<file path="config.mk">
export PLATFORM = sky130hd
export DESIGN_NAME = irqctl
export DESIGN_NICKNAME = d
export VERILOG_FILES = /design/src/rtl/irqctl_pkg.sv /design/src/rtl/irqctl_sync.sv /design/src/rtl/irqctl.sv
export SDC_FILE = /design/constraint.sdc
export NUM_CORES = 1
export LEC_CHECK = 0
export CAP_MARGIN = 5
export CORE_UTILIZATION = 30
export CTS_BUF_LIST = sky130_fd_sc_hd__clkbuf_4
export DETAILED_ROUTE_END_ITERATION = 7
export PLACE_DENSITY_LB_ADDON = 0.05
export RECOVER_POWER = 25
export SETUP_SLACK_MARGIN = 0.1
export SYNTH_ARGS = -nofsm -noshare
export SYNTH_HDL_FRONTEND = slang
export SYNTH_SLANG_ARGS = --single-unit
</file>
<file path="constraint.sdc">
create_clock -name clk -period 3.1 [get_ports clk]
set_clock_uncertainty 0.15 [all_clocks]
set_input_delay 0.62 -clock clk [delete_from_list [all_inputs] [get_ports clk]]
set_output_delay 0.62 -clock clk [all_outputs]
set_load 0.05 [all_outputs]
</file>
<file path="src/rtl/irqctl_pkg.sv">
// irqctl_pkg: register offsets, FSM state encoding and VECTOR field layout
// shared by the interrupt controller. Optional macro: IRQCTL_LEVEL_EN
// (adds the TRIG register at offset +4).
package irqctl_pkg;

    localparam logic [7:0] OFS_STATUS = 8'd0;
    localparam logic [7:0] OFS_MASK   = 8'd1;
    localparam logic [7:0] OFS_VECTOR = 8'd2;
    localparam logic [7:0] OFS_EOI    = 8'd3;
    localparam logic [7:0] OFS_TRIG   = 8'd4;

    // Highest mapped offset; TRIG only exists in the level-capable build.
`ifdef IRQCTL_LEVEL_EN
    localparam logic [7:0] OFS_LAST = OFS_TRIG;
`else
    localparam logic [7:0] OFS_LAST = OFS_EOI;
`endif

    typedef enum logic {
        ST_IDLE    = 1'b0,
        ST_SERVICE = 1'b1
    } state_t;

    localparam int VEC_VALID_BIT = 7;
    localparam int VEC_BUSY_BIT  = 6;
    localparam int VEC_ID_MSB    = 2;
    localparam int VEC_ID_LSB    = 0;

    // Assemble a VECTOR read word from its fields.
    function automatic logic [7:0] vec_word(input logic valid, input logic busy,
                                            input logic [2:0] id);
        logic [7:0] w;
        w = 8'h00;
        w[VEC_VALID_BIT] = valid;
        w[VEC_BUSY_BIT]  = busy;
        w[VEC_ID_MSB:VEC_ID_LSB] = id;
        return w;
    endfunction

endpackage

</file>
<file path="src/rtl/irqctl_sync.sv">
// irqctl_sync: per-source 2-flop synchronizer followed by a rising-edge
// detector. A source already high when reset is released is treated as
// "already seen", so it only produces an edge after it falls and rises again.
module irqctl_sync #(
    parameter int NSRC = 8
) (
    input  logic            clk,
    input  logic            rst,
    input  logic [NSRC-1:0] src,
    output logic [NSRC-1:0] lvl,
    output logic [NSRC-1:0] rise
);
    import irqctl_pkg::*;

    logic [NSRC-1:0] meta_q, meta_d;
    logic [NSRC-1:0] sync_q, sync_d;
    logic [NSRC-1:0] prev_q, prev_d;
    logic [1:0]      prime_q, prime_d;

    // Next-state: shift through the synchronizer; the edge history is pinned
    // high until the synchronizer holds a post-reset sample (prime_q[1]).
    always_comb begin
        meta_d  = src;
        sync_d  = meta_q;
        prime_d = {prime_q[0], 1'b1};
        prev_d  = prime_q[1] ? sync_q : '1;
    end

    // Synchronizer, edge-history and priming registers.
    always_ff @(posedge clk or posedge rst) begin
        if (rst) begin
            meta_q  <= '0;
            sync_q  <= '0;
            prev_q  <= '1;
            prime_q <= 2'b00;
        end else begin
            meta_q  <= meta_d;
            sync_q  <= sync_d;
            prev_q  <= prev_d;
            prime_q <= prime_d;
        end
    end

    assign lvl  = sync_q;
    assign rise = sync_q & ~prev_q;

endmodule

</file>
<file path="src/rtl/irqctl.sv">
// irqctl: eight-source (max) interrupt controller on the kcpsm port bus.
// Pending latch, mask, fixed lowest-index priority, VECTOR claim / EOI
// handshake. Optional macro: IRQCTL_LEVEL_EN adds per-source level mode
// through the TRIG register at BASE+4.
module irqctl
    import irqctl_pkg::*;
#(
    parameter int         NSRC = 8,
    parameter logic [7:0] BASE = 8'hF0
) (
    input  logic            clk,
    input  logic            rst,
    input  logic [NSRC-1:0] src,
    input  logic [7:0]      port_id,
    input  logic [7:0]      outport,
    input  logic            write_strobe,
    input  logic            read_strobe,
    output logic [7:0]      rdata,
    output logic            sel,
    output logic            irq
);

    logic [NSRC-1:0] lvl, rise;

    irqctl_sync #(.NSRC(NSRC)) u_sync (
        .clk  (clk),
        .rst  (rst),
        .src  (src),
        .lvl  (lvl),
        .rise (rise)
    );

    state_t          state_q, state_d;
    logic [NSRC-1:0] pend_q, pend_d;
    logic [NSRC-1:0] mask_q, mask_d;
    logic [2:0]      cur_q, cur_d;
    logic            irq_q, irq_d;
    logic [NSRC-1:0] level_mode;

    logic [7:0]      ofs;
    logic [NSRC-1:0] pm, w1c, claim_clr;
    logic            any;
    logic [2:0]      win;
    logic            wr_status, wr_mask, wr_eoi, rd_vector, claim;

    // Address decode: offset wraps modulo 256 so BASE can sit anywhere.
    assign ofs       = port_id - BASE;
    assign sel       = (ofs <= OFS_LAST);
    assign wr_status = write_strobe && (ofs == OFS_STATUS);
    assign wr_mask   = write_strobe && (ofs == OFS_MASK);
    assign wr_eoi    = write_strobe && (ofs == OFS_EOI);
    assign rd_vector = read_strobe  && (ofs == OFS_VECTOR);
    assign w1c       = wr_status ? outport[NSRC-1:0] : '0;

    // Priority encoder over enabled pending sources, lowest index wins.
    always_comb begin
        pm  = pend_q & mask_q;
        any = |pm;
        win = 3'd0;
        for (int k = NSRC - 1; k >= 0; k--) begin
            if (pm[k]) win = 3'(k);
        end
    end

    // A claim is only possible from IDLE and always uses the current mask.
    assign claim = rd_vector && (state_q == ST_IDLE) && any;

`ifdef IRQCTL_LEVEL_EN
    logic [NSRC-1:0] trig_q, trig_d;
    logic            wr_trig;

    assign wr_trig    = write_strobe && (ofs == OFS_TRIG);
    assign trig_d     = wr_trig ? outport[NSRC-1:0] : trig_q;
    assign level_mode = trig_q;

    // Trigger-mode register.
    always_ff @(posedge clk or posedge rst) begin
        if (rst) trig_q <= '0;
        else     trig_q <= trig_d;
    end
`else
    assign level_mode = '0;
`endif

    // Pending bits: a new edge is ORed in last so it beats both W1C and claim.
    for (genvar gi = 0; gi < NSRC; gi++) begin : g_pend
        assign claim_clr[gi] = claim && (win == 3'(gi));
        assign pend_d[gi]    = level_mode[gi] ? lvl[gi]
                             : ((pend_q[gi] & ~w1c[gi] & ~claim_clr[gi]) | rise[gi]);
    end

    assign mask_d = wr_mask ? outport[NSRC-1:0] : mask_q;

    // FSM next-state and registered irq request.
    always_comb begin
        state_d = state_q;
        cur_d   = cur_q;
        irq_d   = 1'b0;
        case (state_q)
            ST_IDLE: begin
                irq_d = any;
                if (claim) begin
                    state_d = ST_SERVICE;
                    cur_d   = win;
                end
            end
            ST_SERVICE: begin
                irq_d = 1'b0;
                if (wr_eoi) state_d = ST_IDLE;
            end
            default: state_d = ST_IDLE;
        endcase
    end

    // Controller state registers.
    always_ff @(posedge clk or posedge rst) begin
        if (rst) begin
            state_q <= ST_IDLE;
            pend_q  <= '0;
            mask_q  <= '0;
            cur_q   <= 3'd0;
            irq_q   <= 1'b0;
        end else begin
            state_q <= state_d;
            pend_q  <= pend_d;
            mask_q  <= mask_d;
            cur_q   <= cur_d;
            irq_q   <= irq_d;
        end
    end

    // Read mux, purely a function of port_id and current state.
    always_comb begin
        rdata = 8'h00;
        case (ofs)
            OFS_STATUS: rdata = 8'(pend_q);
            OFS_MASK:   rdata = 8'(mask_q);
            OFS_VECTOR: begin
                if (state_q == ST_SERVICE) rdata = vec_word(1'b0, 1'b1, cur_q);
                else if (any)              rdata = vec_word(1'b1, 1'b0, win);
            end
`ifdef IRQCTL_LEVEL_EN
            OFS_TRIG:   rdata = 8'(trig_q);
`endif
            default:    rdata = 8'h00;
        endcase
    end

    assign irq = irq_q;

endmodule
</file>
==> flow_summary.json, run 1 <==
{
  "grt.total_usage": 0.135,
  "ir_drop_mv": 0.228,
  "fmax_ghz": 0.347,
  "clkTransAtPathRegs_ns": 0.13,
  "maximum_number_of_buffers_from_clock_root_to_sink": 2,
  "seq_area_frac_synth": 0.585,
  "vias": 1463,
  "core_area_mm2": 0.00642,
  "grt_max_degree": 48,
  "fin_util": 0.419,
  "finalSetupViolCount": 0,
  "synth_enable_flop_cells": 0,
  "timing.max_slew.rel_slack": 0.239,
  "grt_overflow": 0,
  "fin_setup_tns_ns": 0,
  "detail_route.wirelength_um": 4580,
  "outcome": "finished, violations left",
  "post_drt_via_cell_ratio": 4.98,
  "ctsHtreeMaxLevel": 2,
  "placement.cell_area_mm2": 0.00263,
  "vias_in_the_first_global_route": 1450,
  "tritoncts_clock_tree": "done",
  "proportion_of_register_bits_with_asynchronous_set_or_reset_after_synthesis": 1.00,
  "fin_area_mm2": 0.00269,
  "antenna_cells": 0,
  "crit_path_max_fanout": 6,
  "postSynthAreaPerCell_um2": 12.1,
  "cts_made_buffers": 5,
  "final_antenna_net_count": 0,
  "maxCapViolations": 0,
  "drc": 6,
  "time_the_final_worst_path_needs_with_i_o_delays_and_setup_ns": 2.89,
  "die-area_mm2": 0.00709,
  "unrepaired_setup_endpoints_after_global_routing": "no",
  "postSynth.topFlopCell": "sky130_fd_sc_hd__dfrtp_1",
  "fin_ws_ns": 0.215,
  "grt_first_pass_wirelength_um": 7360,
  "finalWeightedCongestion": 0.760,
  "worstMarginPinSlew_ns": 1.14,
  "chipHeight_um": 84.2,
  "post_synth_instance_area_mm2": 0.00203,
  "avgRoutedWirePerCell_um": 15.6,
  "worst_ep_required_time_ns": 2.33,
  "start_util": 0.316,
  "layout-drive-gt1-share": 0.263,
  "leakagePower_nw": 1.16,
  "violations": "design-rule violations",
  "number_of_ports_placed_on_the_die_boundary": 38,
  "yosys.cell_types.count": 35,
  "slew_viol_final": 0,
  "drt_first_pass_iters": 6,
  "power.density_cell_area_mw_per_mm2": 411,
  "clock-root-buffer": "sky130_fd_sc_hd__clkbuf_4",
  "flip_flop_and_latch_count_after_synthesis": 47,
  "layout.cells.most_common": "sky130_fd_sc_hd__dfrtp_1",
  "syn-instance-count": 168,
  "area.growth.synth_to_final_pct": 32.6,
  "core.rowCount": 29,
  "report.final.hold_viol_count": 0,
  "die-width_um": 84.2,
  "layout_common_cells": "sky130_fd_sc_hd__dfrtp_1, sky130_fd_sc_hd__nand2_1, sky130_fd_sc_hd__clkdlybuf4s50_1, sky130_fd_sc_hd__mux2_2, sky130_fd_sc_hd__nand2b_1",
  "synthesis.yosys.warnings": 0,
  "hold_slack_ns": 0.214,
  "postSynthNetCount": 196,
  "dp_slack_ns": 0.135,
  "grt_antenna_before_repair": 0,
  "placement.io_buffers": 37,
  "worst-endpoint-arrival_ns": 2.12,
  "nNetsFinal": 244,
  "cts_sinks": 47,
  "crit_end_category": "output pin",
  "critPathKind": "in -> out",
  "fin_crit_sh": 0.931,
  "startpoint_type": "primary input",
  "dp_hpwl_um": 3430,
  "drtIter0Drc": 73,
  "timing.hold.worst.class": "reg -> reg",
  "clk_latency_ns": 0.35
}
stage by stage:
step	power, mW	instances
after floorplan	0.762	168
after detailed placement	0.841	286
after global placement	0.837	286
after CTS	1.13	294
after global routing	1.16	294
final	1.10	294
report_power, final:
group / internal, mW / switching [mW] / leakage [nW]
Combinational: 0.0787 / 0.0829 / 0.586
Sequential: 0.645 / 0.0181 / 0.543
Clock: 0.0880 / 0.192 / 0.0330
Total: 0.811 / 0.293 / 1.16
kinds of logic (layout without fill, tap and decap cells):
kind of cell,Yosys count,after routing,synth area share
muxes,17,17,0.0919
buffers and inverters,13,62,0.0265
AOI/OAI and AO/OA,29,29,0.126
DFF,47,47,0.585
other,1,1,0.00185
and+or+nand+nor,61,61,0.168
final timing paths:
kind	startpoint	cells past startpoint	slack, ns	end
max	port_id[1]	6	0.21	rdata[0]
min	u_sync.meta_q[0]$_DFF_PP0_	0	0.21	u_sync.lvl[0]$_DFF_PP0_
max reg2reg	state_q$_DFF_PP0_	5	1.12	pend_q[6]$_DFF_PP0_
min reg2reg	u_sync.meta_q[0]$_DFF_PP0_	0	0.21	u_sync.lvl[0]$_DFF_PP0_
max in group asynchronous	rst	3	1.19	u_sync.meta_q[5]$_DFF_PP0_
min in group asynchronous	rst	3	0.93	u_sync.prime_q[0]$_DFF_PP0_
state kept, by name (all words and copies together) (netlist names):
name            cells
mask_q              8
pend_q              8
u_sync.meta_q       8
u_sync.prev_q       8
cur_q               3
u_sync.prime_q      2
irq                 1
state_q             1
u_sync.lvl          8
critical path: stages:
cell                              delay, ns
sky130_fd_sc_hd__clkdlybuf4s50_1       0.48
sky130_fd_sc_hd__inv_1                 0.13
sky130_fd_sc_hd__a2111oi_4             0.35
sky130_fd_sc_hd__a222oi_1              0.16
sky130_fd_sc_hd__nor2_1                0.21
sky130_fd_sc_hd__buf_12                0.17
per-layer routing:
layer / track usage / vias to the layer above / share of wire
li1: - / 698 / -
met1: 0.170 / 721 / 0.45
met2: 0.228 / 40 / 0.49
met3: 0.0364 / 4 / 0.055
met4: 0.0439 / 0 / 0.0092
met5: 0 / - / 0
synthesized netlist by cell type, types with 2 or more instances:
cell                       instances  share of area
sky130_fd_sc_hd__nor3_1            2         0.0049
sky130_fd_sc_hd__nand3_1           5          0.012
sky130_fd_sc_hd__and3_1            2         0.0062
sky130_fd_sc_hd__a32o_1           11          0.054
sky130_fd_sc_hd__inv_1            11          0.020
sky130_fd_sc_hd__a21oi_1           6          0.015
sky130_fd_sc_hd__nand2_1          20          0.037
sky130_fd_sc_hd__a22o_1            2         0.0086
sky130_fd_sc_hd__a22oi_1           3          0.011
sky130_fd_sc_hd__nand2b_1         11          0.034
sky130_fd_sc_hd__mux2_2           13          0.072
sky130_fd_sc_hd__nor2_1           11          0.020
sky130_fd_sc_hd__mux2i_1           4          0.020
sky130_fd_sc_hd__dfstp_2           8           0.10
sky130_fd_sc_hd__dfrtp_1          39           0.48
final cells by class:
type,count,area (um^2)
fillers,630,3730
flip-flops and latches,47,1190
multi-input cells,108,806
repair buffers,43,505
well taps,77,96.3
inverters,11,41.3
clock buffers,5,37.5
clock inverters,3,17.5
timing repair:
| action | CTS | global route |
|---|---|---|
| buffers inserted | 0 | 0 |
| hold buffers | 0 | 0 |
| setup endpoints to repair | 0 | 3 |
| resized for setup | 0 | 5 |
(Power assumes the default switching activity.)
==> run 2: changes to the inputs <==
--- a/config.mk
+++ b/config.mk
@@ -8,6 +8,7 @@
 export CAP_MARGIN = 5
 export CORE_UTILIZATION = 30
 export CTS_BUF_LIST = sky130_fd_sc_hd__clkbuf_4
+export CTS_CLUSTER_DIAMETER = 150
 export DETAILED_ROUTE_END_ITERATION = 7
 export PLACE_DENSITY_LB_ADDON = 0.05
 export RECOVER_POWER = 25
==> constraint.sdc (replaced) <==
create_clock -name clk -period 3.1 [get_ports clk]
set_clock_uncertainty 0.15 [all_clocks]
set_input_delay 0.62 -clock clk [delete_from_list [all_inputs] [get_ports clk]]
set_output_delay 0.62 -clock clk [all_outputs]
set_load 0.005 [all_outputs]
==> flow_summary.json, run 2 (synthesis gave the netlist of run 1 again) <==
{
  "drc": 6,
  "violations": "design-rule violations",
  "placement.cell_area_mm2": 0.00255,
  "ctsHtreeMaxLevel": 2,
  "core_area_mm2": 0.00642,
  "crit_end_category": "output pin",
  "grt_max_degree": 48,
  "groute.layer.met3.usage": 0.0383,
  "vias_in_the_first_global_route": 1595,
  "worstReg2RegEnd": "pend_q[7]$_DFF_PP0_",
  "fmax_ghz": 0.332,
  "final_antenna_net_count": 0,
  "post_drt_via_cell_ratio": 4.96,
  "hold_slack_ns": 0.213,
  "core.rowCount": 29,
  "timing.hold.worst.class": "reg -> reg",
  "fin_setup_tns_ns": 0,
  "cts_sinks": 47,
  "start_util": 0.316,
  "cts_hold_buf": 0,
  "grt_use_met1": 0.178,
  "reg2reg_setup_slack_ns": 1.15,
  "layout.cells.most_common": "sky130_fd_sc_hd__dfrtp_1",
  "grt.met2_usage": 0.247,
  "critPathKind": "in -> out",
  "grt_first_pass_wirelength_um": 7980,
  "timing.max_slew.rel_slack": 0.608,
  "clock-root-buffer": "sky130_fd_sc_hd__clkbuf_4",
  "area.growth.synth_to_final_pct": 32.9,
  "outcome": "finished, violations left",
  "maximum_number_of_buffers_from_clock_root_to_sink": 2,
  "drtIter0Drc": 86,
  "placement.io_buffers": 37,
  "tritoncts_clock_tree": "done",
  "layout-drive-gt1-share": 0.278,
  "drt_first_pass_iters": 6,
  "dp_slack_ns": -0.0242,
  "cp-endpoint": "rdata[1]",
  "fin_util": 0.420,
  "grt.total_usage": 0.146,
  "fillCellCount": 634,
  "avgRoutedWirePerCell_um": 15.8,
  "dp_hpwl_um": 3440,
  "unrepaired_setup_endpoints_after_global_routing": "yes",
  "chipHeight_um": 84.2,
  "finalWeightedCongestion": 0.772,
  "worst-endpoint-arrival_ns": 2.24,
  "leakagePower_nw": 1.19,
  "worstMarginPinSlew_ns": 0.588,
  "report.power.total_mw": 1.11,
  "ff2ff_path_depth": 5,
  "crit_path_max_fanout": 4,
  "number_of_ports_placed_on_the_die_boundary": 38,
  "fin_area_mm2": 0.00270,
  "nNetsFinal": 250,
  "maxCapViolations": 0,
  "die-area_mm2": 0.00709,
  "worstReg2RegStart": "state_q$_DFF_PP0_",
  "layer_carrying_the_most_global_route_usage": "met2",
  "setup.worst_path.start": "port_id[1]",
  "die-width_um": 84.2,
  "clk_latency_ns": 0.35,
  "grt_overflow": 0,
  "antenna_cells": 0,
  "post-place-cells": 289,
  "slew_viol_final": 0,
  "startpoint_type": "primary input",
  "finalSetupViolCount": 0,
  "power.density_cell_area_mw_per_mm2": 411,
  "fin_crit_sh": 0.970,
  "fin_ws_ns": 0.0918,
  "grt_antenna_before_repair": 0,
  "final-instance-count-excl-fill": 300,
  "worst_ep_required_time_ns": 2.33,
  "report.final.hold_viol_count": 0,
  "time_the_final_worst_path_needs_with_i_o_delays_and_setup_ns": 3.01,
  "layout_common_cells": "sky130_fd_sc_hd__dfrtp_1, sky130_fd_sc_hd__clkdlybuf4s50_1, sky130_fd_sc_hd__nand2_1, sky130_fd_sc_hd__mux2_2",
  "detail_route.wirelength_um": 4730,
  "ir_drop_mv": 0.229,
  "vias": 1489,
  "cts_made_buffers": 5,
  "clkTransAtPathRegs_ns": 0.13
}
## run 2: cell count changes in the layout (fill, tap and decap cells not counted), sizes merged
cell	change
clkbuf	-1
clkdlybuf4s50	+7
inv	-1
dlygate4sd3	-1
dlygate4sd2	+2
dlymetal6s2s	+1
clkinvlp	+1
buf	-2
## run 2: area by class of cell
class / instances / area (um^2) / share of cell area
sequential: 47 / 1190 / 0.440
multi-input combinational: 108 / 853 / 0.316
timing repair buffer: 49 / 467 / 0.173
tap: 77 / 96.3 / 0.0357
inverter: 11 / 41.3 / 0.0153
clock buffer: 5 / 37.5 / 0.0139
clock inverter: 3 / 15.0 / 0.00557
## run 2: worst min-delay path by stage
| stage | from | endpoint | slack (ns) | cells after the start |
|---|---|---|---|---|
| global placement | u_sync.meta_q[4]$_DFF_PP0_ | u_sync.lvl[4]$_DFF_PP0_ | 0.18 | 0 |
| finish | u_sync.meta_q[0]$_DFF_PP0_ | u_sync.lvl[0]$_DFF_PP0_ | 0.21 | 0 |
| global route | u_sync.meta_q[2]$_DFF_PP0_ | u_sync.lvl[2]$_DFF_PP0_ | 0.22 | 0 |
| detailed placement | u_sync.meta_q[4]$_DFF_PP0_ | u_sync.lvl[4]$_DFF_PP0_ | 0.18 | 0 |
| floorplan | u_sync.meta_q[0]$_DFF_PP0_ | u_sync.lvl[0]$_DFF_PP0_ | 0.18 | 0 |
| CTS | u_sync.meta_q[4]$_DFF_PP0_ | u_sync.lvl[4]$_DFF_PP0_ | 0.22 | 0 |
## run 2: routing by layer
metal / wire, um / share of wire
met5: 0 / 0
met4: 85 / 0.018
met3: 234 / 0.049
met2: 2290 / 0.48
met1: 2120 / 0.45
## run 2: report_power, final
part	switching (mW)	internal, mW
combinational	0.0766	0.0940
clock	0.192	0.0835
sequential	0.0183	0.645
total	0.287	0.822
## run 2: repair_timing
item	CTS	global route
pin swaps	3	3
gates resized for setup	15	5
setup endpoints to repair	6	3
setup buffers	0	3
## run 2: critical path: stages
cell and delay, ns:
sky130_fd_sc_hd__clkdlybuf4s50_1 0.50, sky130_fd_sc_hd__inv_2 0.08, sky130_fd_sc_hd__a2111oi_4 0.34, sky130_fd_sc_hd__a221oi_2 0.10, sky130_fd_sc_hd__nor2_1 0.10, sky130_fd_sc_hd__clkdlybuf4s50_1 0.50
==> run 3: changes to the inputs <==
--- a/config.mk
+++ b/config.mk
@@ -5,9 +5,9 @@
 export SDC_FILE = /design/constraint.sdc
 export NUM_CORES = 1
 export LEC_CHECK = 0
+export ABC_AREA = 1
 export CAP_MARGIN = 5
 export CORE_UTILIZATION = 30
-export CTS_BUF_LIST = sky130_fd_sc_hd__clkbuf_4
 export CTS_CLUSTER_DIAMETER = 150
 export DETAILED_ROUTE_END_ITERATION = 7
 export PLACE_DENSITY_LB_ADDON = 0.05
@@ -15,4 +15,5 @@
 export SETUP_SLACK_MARGIN = 0.1
 export SYNTH_ARGS = -nofsm -noshare
 export SYNTH_HDL_FRONTEND = slang
+export SYNTH_HIERARCHICAL = 1
 export SYNTH_SLANG_ARGS = --single-unit
==> flow_summary.json, run 3 <==
{
  "outcome": "completed",
  "report.final.hold_viol_count": 0,
  "holdPathEnd": "u_sync/lvl[4]$_DFF_PP0_",
  "core_area_mm2": 0.00687,
  "worstReg2RegEnd": "cur_q[1]$_DFFE_PP0P_",
  "maximum_number_of_buffers_from_clock_root_to_sink": 2,
  "clock-root-buffer": "sky130_fd_sc_hd__clkbuf_8",
  "power.share.combinational": 0.129,
  "final-instance-count-excl-fill": 388,
  "leakagePower_nw": 1.41,
  "grt.total_usage": 0.136,
  "dp_slack_ns": -0.121,
  "grt_first_pass_wirelength_um": 7760,
  "power_report.internal_total_uw": 872,
  "finalSetupViolCount": 0,
  "ctsHtreeMaxLevel": 2,
  "unrepaired_setup_endpoints_after_global_routing": "yes",
  "tritoncts_clock_tree": "done",
  "area.growth.synth_to_final_pct": 32.5,
  "synth_enable_flop_cells": 0,
  "avgRoutedWirePerCell_um": 11.7,
  "fin_ws_ns": 0.184,
  "clkTransAtPathRegs_ns": 0.09,
  "cts_sinks": 47,
  "ff2ff_path_depth": 10,
  "grt_max_degree": 27,
  "post_synth_instance_area_mm2": 0.00217,
  "timing.hold.worst.class": "reg -> reg",
  "drc": 0,
  "ir_drop_mv": 0.219,
  "proportion_of_total_power_due_to_net_switching": 0.273,
  "crit_end_category": "output pin",
  "postSynthNetCount": 260,
  "layout-drive-gt1-share": 0.233,
  "seq_area_frac_synth": 0.548,
  "vias_in_the_first_global_route": 1618,
  "cts_hold_buf": 0,
  "power.share.sequential": 0.546,
  "detail_route.wirelength_um": 4550,
  "netlist.area_leader.share": 0.451,
  "flip_flop_and_latch_count_after_synthesis": 47,
  "netlist_top_cells_count": "sky130_fd_sc_hd__nand2_1, sky130_fd_sc_hd__dfrtp_1, sky130_fd_sc_hd__inv_1",
  "placement.io_buffers": 37,
  "timing.max_slew.rel_slack": 0.413,
  "worst-endpoint-arrival_ns": 2.15,
  "ys_top_cells_by_area": "sky130_fd_sc_hd__dfrtp_1, sky130_fd_sc_hd__nand2_1, sky130_fd_sc_hd__dfstp_2",
  "layout.cells.most_common": "sky130_fd_sc_hd__nand2_1",
  "postSynthAreaPerCell_um2": 9.34,
  "top_layer": "met4",
  "nNetsFinal": 319,
  "worstMarginPinSlew_ns": 0.879,
  "yosys.cell_types.count": 31,
  "final_antenna_net_count": 0,
  "startpoint_type": "primary input",
  "layout_common_cells": "sky130_fd_sc_hd__nand2_1, sky130_fd_sc_hd__dfrtp_1, sky130_fd_sc_hd__inv_1",
  "number_of_ports_placed_on_the_die_boundary": 38,
  "post-place-cells": 369,
  "detailroute.wirelength.met3_um": 165,
  "proportion_of_register_bits_with_asynchronous_set_or_reset_after_synthesis": 1.00,
  "postSynth.topFlopCell": "sky130_fd_sc_hd__dfrtp_1",
  "yosys.cell_count.top_type": "sky130_fd_sc_hd__nand2_1",
  "grt_overflow": 0,
  "chipHeight_um": 87.0,
  "fin_setup_tns_ns": 0,
  "fin_area_mm2": 0.00287,
  "largest_area_contributor_in_the_netlist": "sky130_fd_sc_hd__dfrtp_1",
  "m1WireLength_um": 2050,
  "drt_first_pass_iters": 4,
  "worst_ep_required_time_ns": 2.33,
  "drtIter0Drc": 103,
  "critPathKind": "in -> out",
  "placement.cell_area_mm2": 0.00269,
  "dp_hpwl_um": 3300,
  "holdCritStartpoint": "u_sync/meta_q[4]$_DFF_PP0_",
  "power.density_cell_area_mw_per_mm2": 418,
  "maxCapViolations": 0,
  "clk_latency_ns": 0.30,
  "reg2reg_setup_slack_ns": 1.49,
  "report.power.total_mw": 1.20,
  "fmax_ghz": 0.343,
  "post_drt_via_cell_ratio": 4.18,
  "worstReg2RegStart": "pend_q[6]$_DFF_PP0_",
  "met2_wirelength_um": 2290,
  "die-width_um": 87.0,
  "min_delay_path_depth": 0,
  "start_util": 0.315,
  "vias": 1621,
  "slew_viol_final": 0,
  "grt_antenna_before_repair": 0,
  "power.clock.fraction": 0.325,
  "fin_crit_sh": 0.941,
  "antenna_cells": 0,
  "crit_path_max_fanout": 6,
  "die-area_mm2": 0.00756,
  "synthesis.yosys.warnings": 6,
  "finalWeightedCongestion": 0.750,
  "syn-instance-count": 232,
  "switching_power_uw": 328,
  "cts_made_buffers": 5,
  "core.rowCount": 30,
  "time_the_final_worst_path_needs_with_i_o_delays_and_setup_ns": 2.92
}
run 3: layout make-up:
cell class | count | area (um^2)
clock buffers | 5 | 68.8
flip-flops and latches | 47 | 1190
well taps | 96 | 120
repair buffers | 53 | 482
fillers | 724 | 4000
multi-input cells | 142 | 831
inverters | 42 | 160
clock inverters | 3 | 22.5
run 3: through the flow:
stage	hold slack, ns	utilization
2_1_floorplan	0.181	-
3_3_place_gp	0.182	0.392
3_5_place_dp	0.185	0.392
4_1_cts	0.207	0.414
5_1_grt	0.215	0.418
6_report	0.203	0.418
run 3: worst max-delay path by stage:
stage,from,end,slack (ns)
finish,port_id[0],rdata[4],0.18
global route,port_id[0],rdata[4],0.09
CTS,port_id[0],rdata[6],0.10
detailed placement,port_id[7],rdata[1],-0.12
global placement,port_id[7],rdata[0],-0.1
floorplan,port_id[3],rdata[0],0.97
run 3: per-layer routing:
layer	track usage	vias up
li1	-	839
met3	0.0265	4
met1	0.164	755
met4	0.0409	0
met5	0	-
met2	0.244	23
run 3: power groups by stage:
stage,Clock (mW),Combinational [mW],Sequential (mW)
after floorplan,0,0.0910,0.664
after detailed placement,0,0.159,0.667
final,0.389,0.155,0.655
after CTS,0.408,0.160,0.655
after global placement,0,0.158,0.667
after global routing,0.433,0.173,0.659
run 3: kinds of logic (layout without fill, tap and decap cells):
logic type             count (synthesis)  count (layout)  share of synthesized area
other                                  1               1                    0.00173
and+or+nand+nor                      110             111                      0.282
AOI/OAI and AO/OA                     30              30                     0.0907
DFF                                   47              47                      0.548
buffers and inverters                 44             103                     0.0774
run 3: what timing repair did:
item | in CTS | in global routing
pin swaps | 6 | 4
gates resized for setup | 16 | 2
gates cloned | 1 | 0
buffers inserted | 7 | 3
setup endpoints to repair | 8 | 4
hold endpoints to repair | 0 | 0
run 3: worst max-delay path, stage by stage:
cell	delay (ns)
sky130_fd_sc_hd__clkdlybuf4s50_1	0.49
sky130_fd_sc_hd__inv_2	0.05
sky130_fd_sc_hd__nor2_1	0.13
sky130_fd_sc_hd__nand2_1	0.11
sky130_fd_sc_hd__inv_4	0.11
sky130_fd_sc_hd__a22o_1	0.14
sky130_fd_sc_hd__clkdlybuf4s50_1	0.50
